$ cat src/rtl/jk_reg_bank.sv
// WIDTH-bit register built from JK flip-flop behaviour: per-bit JK, up/down counter or
// left shifter, with parallel load, terminal-count flag and a registered change pulse.
module jk_reg_bank #(
    parameter int              WIDTH   = 8,
    parameter logic [WIDTH-1:0] RST_VAL = '0
) (
    input  logic             clk,
    input  logic             rst,
    input  logic             en,
    input  logic [1:0]       mode,
    input  logic             load,
    input  logic [WIDTH-1:0] d,
    input  logic [WIDTH-1:0] J,
    input  logic [WIDTH-1:0] K,
    output logic [WIDTH-1:0] Q,
    output logic [WIDTH-1:0] Qn,
    output logic             tc,
    output logic             chg
);

    typedef enum logic [1:0] {
        MODE_JK    = 2'b00,
        MODE_UP    = 2'b01,
        MODE_DN    = 2'b10,
        MODE_SHIFT = 2'b11
    } mode_e;

    mode_e            modeSel;
    logic [WIDTH-1:0] q_q;
    logic [WIDTH-1:0] q_d;
    logic             chg_q;
    logic [WIDTH-1:0] lowOnes;
    logic [WIDTH-1:0] lowZeros;

    assign modeSel = mode_e'(mode);

    function automatic logic jk(input logic j, input logic k, input logic q);
        logic r;
        case ({j, k})
            2'b00:   r = q;
            2'b01:   r = 1'b0;
            2'b10:   r = 1'b1;
            default: r = ~q;
        endcase
        return r;
    endfunction

    // Ripple-style toggle enables: bit i toggles when all lower bits are 1 (up) or 0 (down).
    always_comb begin
        lowOnes  = '0;
        lowZeros = '0;
        lowOnes[0]  = 1'b1;
        lowZeros[0] = 1'b1;
        for (int i = 1; i < WIDTH; i++) begin
            lowOnes[i]  = lowOnes[i-1]  &  q_q[i-1];
            lowZeros[i] = lowZeros[i-1] & ~q_q[i-1];
        end
    end

    always_comb begin
        q_d = q_q;
        if (load) begin
            q_d = d;
        end else if (en) begin
            case (modeSel)
                MODE_JK: begin
                    for (int i = 0; i < WIDTH; i++) begin
                        q_d[i] = jk(J[i], K[i], q_q[i]);
                    end
                end
                MODE_UP:    q_d = q_q ^ lowOnes;
                MODE_DN:    q_d = q_q ^ lowZeros;
                MODE_SHIFT: q_d = {q_q[WIDTH-2:0], jk(J[0], K[0], q_q[0])};
                default:    q_d = q_q;
            endcase
        end
    end

    always_ff @(posedge clk or posedge rst) begin
        if (rst) begin
            q_q   <= RST_VAL;
            chg_q <= 1'b0;
        end else begin
            q_q   <= q_d;
            chg_q <= (q_d != q_q);
        end
    end

    always_comb begin
        tc = 1'b0;
        case (modeSel)
            MODE_UP: tc = &q_q;
            MODE_DN: tc = ~|q_q;
            default: tc = 1'b0;
        endcase
    end

    assign Q   = q_q;
    assign Qn  = ~q_q;
    assign chg = chg_q;

endmodule
$ cat config.mk
export PLATFORM = sky130hd
export DESIGN_NAME = jk_reg_bank
export DESIGN_NICKNAME = d
export VERILOG_FILES = /design/src/rtl/jk_reg_bank.sv
export SDC_FILE = /design/constraint.sdc
export NUM_CORES = 1
export LEC_CHECK = 0
export ABC_AREA = 1
export CAP_MARGIN = 20
export CORE_MARGIN = 1
export CORE_UTILIZATION = 25
export DETAILED_ROUTE_END_ITERATION = 16
export HOLD_SLACK_MARGIN = 0.05
export SLEW_MARGIN = 20
export SYNTH_ARGS = -nofsm -noshare
export SYNTH_HDL_FRONTEND = slang
export SYNTH_SLANG_ARGS = --single-unit
$ cat constraint.sdc
create_clock -name clk -period 1.76 [get_ports clk]
set_clock_uncertainty 0.05 [all_clocks]
set_input_delay 0.44 -clock clk [delete_from_list [all_inputs] [get_ports clk]]
set_output_delay 0.44 -clock clk [all_outputs]
set_load 0.01 [all_outputs]
==> metrics.sh <==
RESULT_OF_THE_RUN='finished with violations'
VIOLATED_CHECKS='negative setup slack'
TIMING_MAX_TRANSITION_VIOLATIONS_FINAL=0
RR_ENDPOINT='chg$_DFF_PP0_'
CTS-ROOT-BUF='sky130_fd_sc_hd__clkbuf_8'
GRT.OVERFLOW.TOTAL=0
DR.PASS1.ITERS=4
CTS.PATH.MAX_BUFFERS=2
POST_DRT_WL_PER_CELL_UM=12.1
SYNTH_AREA_LEADERS='sky130_fd_sc_hd__nand2_1 (23%), sky130_fd_sc_hd__dfrtp_1 (19%), sky130_fd_sc_hd__nand3_1 (14%)'
GP_CONGESTION=0.903
SETUP_VIOL=3
POST-DP-HPWL_UM=3320
FINAL_MIN_PERIOD_OVER_CLOCK_PERIOD_PCT=109
CP_TOP_FAMILY='simple AND/OR/NAND/NOR gates'
DIE_HEIGHT_UM=71.6
REPORT.FINAL.HOLD_VIOL_COUNT=0
WORST_IR_DROP_VDD_mV=0.360
MULTIINPUTGATEAREA_UM2=938
CRITPATHLAUNCHTYPE='flop'
SEQUENTIAL_CELL_AREA_UM2=229
FLOORPLAN.IO_PINS=48
CRITPATHCAPTURETYPE='output pin'
MAXIMUM_NUMBER_OF_PINS_ON_ONE_NET_BEFORE_GLOBAL_ROUTE_REPAIR=11
COREAREA_UM2=4500
WORST_SETUP_HOLD_PATH_CLK_SLEW_NS=0.05
CLKSINKCOUNT=9
CRIT_PATH_MAX_FANOUT=3
TIMING.SETUP.CRITICAL_PATH_CLASS='reg -> out'
WORST_SLACK_NS=-0.157
POST_SYNTH_INST_COUNT=215
GR_USAGE_TOTAL_PCT=17.3
SYNTHMOSTINSTANTIATEDCELL='sky130_fd_sc_hd__nand2_1'
STARTPOINT='Q[1]$_DFF_PP0_'
DESIGN_AREA_UM2=2290
WIRELENGTH_UM=4350
SLEW_HEADROOM_PCT=75.7
POST_DRT_VIA_CELL_RATIO=4.67
ANT_NETS=0
START_UTIL_PCT=26.9
ANTENNA_FOUND_INITIAL=0
LAYOUT-DRIVE-GT1-SHARE_PCT=37.5
WORST-SLEW-PIN-TRANSITION_NS=0.364
FP-ROW-COUNT=24
CLK_LAT_WORST_SKEW_NS=0.23
TNS_NS=-0.295
NNETSFINAL=342
FF_LATCH_COUNT_SYNTH=9
CP_DATA_REQUIRED_TIME_NS=1.27
MAX_CAP_VIOLATIONS=0
SYNTH_EDF_COUNT=0
YOSYSSEQAREASHARE_PCT=18.6
SYNTH_AREA_PER_CELL_UM2=5.63
POST-SYNTH-TOP-AREA-FRACTION_PCT=22.6
SYNTH-WARNING-COUNT=0
ACHIEVABLE-FREQUENCY_MHz=522
DR.FIRST_ITER.DRC_COUNT=49
HOLDCRITPATHCLASS='in -> async'
YS_ASYNC_SR_FRACTION_PCT=100
SYNTH_COMMONEST_CELLS='sky130_fd_sc_hd__nand2_1 (73), sky130_fd_sc_hd__nand3_1 (34), sky130_fd_sc_hd__inv_1 (24)'
CTS-BUFFERS-INSERTED=3
SYNTH_NETS=249
CPPEAKSTAGEDELAY_NS=0.41
R2R_CELLS=15
BUFFERS_AND_INVERTERS_ON_THE_WORST_PATH=4
R2R-START='Q[1]$_DFF_PP0_'
ARRIVAL_NS=1.43
FILL_CELLS=468
FP.DIEAREA_UM2=5130
GRT_SETUP_UNREPAIRED='yes'
SYN2LAYOUT_AREA_GROWTH_PCT=88.7
DIE_WIDTH_UM=71.6
R2R_SETUP_SLACK_NS=-0.10
SYNTH_FF_TYPE='sky130_fd_sc_hd__dfrtp_1'
PLACE.PORT_BUFFERS=47
SYNTHESIZED_CELL_AREA_UM2=1210
CRITPATHSLOWESTCELL='sky130_fd_sc_hd__dfrtp_2'
VIA_COUNT_OF_THE_FIRST_GLOBAL_ROUTING_PASS=1589
DIODES=0
POWERDENSITY_nW_PER_UM2=536
CTS_TREE='done'
DRCVIOLATIONCOUNT=0
SYNTHDISTINCTLIBCELLS=23
MAX_H_TREE_LEVEL=1
POST-ROUTE-MIN-PERIOD_NS=1.92
SYNTH.LARGEST_AREA_CELL='sky130_fd_sc_hd__nand2_1'
TOTAL_VIA_COUNT_AFTER_DETAILED_ROUTING=1675
FIRST_PASS_GRT_WIRE_LENGTH_UM=7070
PLACED_CELL_AREA_UM2=2030
PATH_CELLS='buf_12 > nor2_4 > nand3_4 > inv_2 > nand3_2 > nand2_1 > nand3_1 > inv_1 > buf_2'
CELLLEAKAGEPOWER_nW=1.19
-- flip-flops by register name (all words and copies together), names as in the netlist --
register,cells
chg,1
Q,8
-- repair_timing --
action / 4_1_cts / 5_1_grt
setup endpoints to repair: 26 / 8
pin swaps: 21 / 17
gates resized for setup: 59 / 23
setup buffers: 9 / 2
hold buffers: 0 / 0
gates cloned: 0 / 0
-- report_power, final --
group	leakage (nW)	internal [mW]	switching [mW]	total, mW
combinational	1.07	0.379	0.352	0.731
clock	0.0228	0.158	0.0796	0.237
sequential	0.0979	0.230	0.0255	0.255
total	1.19	0.767	0.457	1.22
-- worst max path at each step --
| stage | slack, ns | depth (start not counted) | to |
|---|---|---|---|
| floorplan | 0.007 | 15 | chg$_DFF_PP0_ |
| global placement | -0.86 | 9 | tc |
| detailed placement | -0.88 | 9 | tc |
| CTS | -0.17 | 9 | tc |
| global route | -0.27 | 15 | chg$_DFF_PP0_ |
| finish | -0.16 | 9 | tc |
-- cell usage in the layout, fill, tap and decap left out --
cell	n
sky130_fd_sc_hd__a21oi_1	23
sky130_fd_sc_hd__buf_12	1
sky130_fd_sc_hd__buf_2	1
sky130_fd_sc_hd__buf_4	40
sky130_fd_sc_hd__buf_6	13
sky130_fd_sc_hd__clkbuf_1	1
sky130_fd_sc_hd__clkbuf_8	3
sky130_fd_sc_hd__clkdlybuf4s50_1	28
sky130_fd_sc_hd__dfrtp_1	6
sky130_fd_sc_hd__dfrtp_2	3
sky130_fd_sc_hd__dlygate4sd2_1	16
sky130_fd_sc_hd__ha_1	1
sky130_fd_sc_hd__ha_2	1
sky130_fd_sc_hd__ha_4	2
sky130_fd_sc_hd__inv_1	16
sky130_fd_sc_hd__inv_2	10
sky130_fd_sc_hd__inv_4	3
sky130_fd_sc_hd__nand2_1	60
sky130_fd_sc_hd__nand2_2	14
sky130_fd_sc_hd__nand2_4	2
sky130_fd_sc_hd__nand3_1	25
sky130_fd_sc_hd__nand3_2	8
sky130_fd_sc_hd__nand3_4	2
sky130_fd_sc_hd__nand4_1	4
sky130_fd_sc_hd__nor2_1	5
sky130_fd_sc_hd__nor2_2	1
sky130_fd_sc_hd__nor2_4	2
sky130_fd_sc_hd__nor3_2	1
sky130_fd_sc_hd__o21ai_0	7
sky130_fd_sc_hd__o21ai_2	1
sky130_fd_sc_hd__or2_2	7
-- layout make-up --
type                    count  area share [%]
clock buffers               4            1.97
inverters                  29            5.09
multi-input cells         166            41.1
flip-flops and latches      9            10.0
well taps                  52            2.85
repair buffers             99            39.0
-- logic make-up after synthesis --
group | count (synthesis) | share of synthesized area (%)
AND/OR/NAND/NOR | 131 | 49.9
buffers and inverters | 40 | 14.6
AO/OA/AOI/OAI | 31 | 12.8
flip-flops | 9 | 18.6
adder cells (fa/ha/maj) | 4 | 4.13
-- layer usage --
layer,GRT usage (%),vias to the layer above,part of all wire (%)
met4,3.27,0,1.2
li1,-,871,-
met3,4.08,5,5.8
met2,31.4,55,49
met5,0,-,0
met1,20.9,744,44
-- stage by stage --
stage	util, %	hold slack, ns	worst slack [ns]	std cells	total power [mW]
after floorplan	-	0.218	0.00720	215	0.575
after global placement	45.0	0.680	-0.864	347	0.909
after detailed placement	45.0	0.691	-0.878	347	0.910
after CTS	49.4	0.441	-0.173	360	1.20
after global routing	50.7	0.457	-0.271	359	1.32
final	50.7	0.431	-0.157	359	1.22
(Power assumes the default switching activity.)
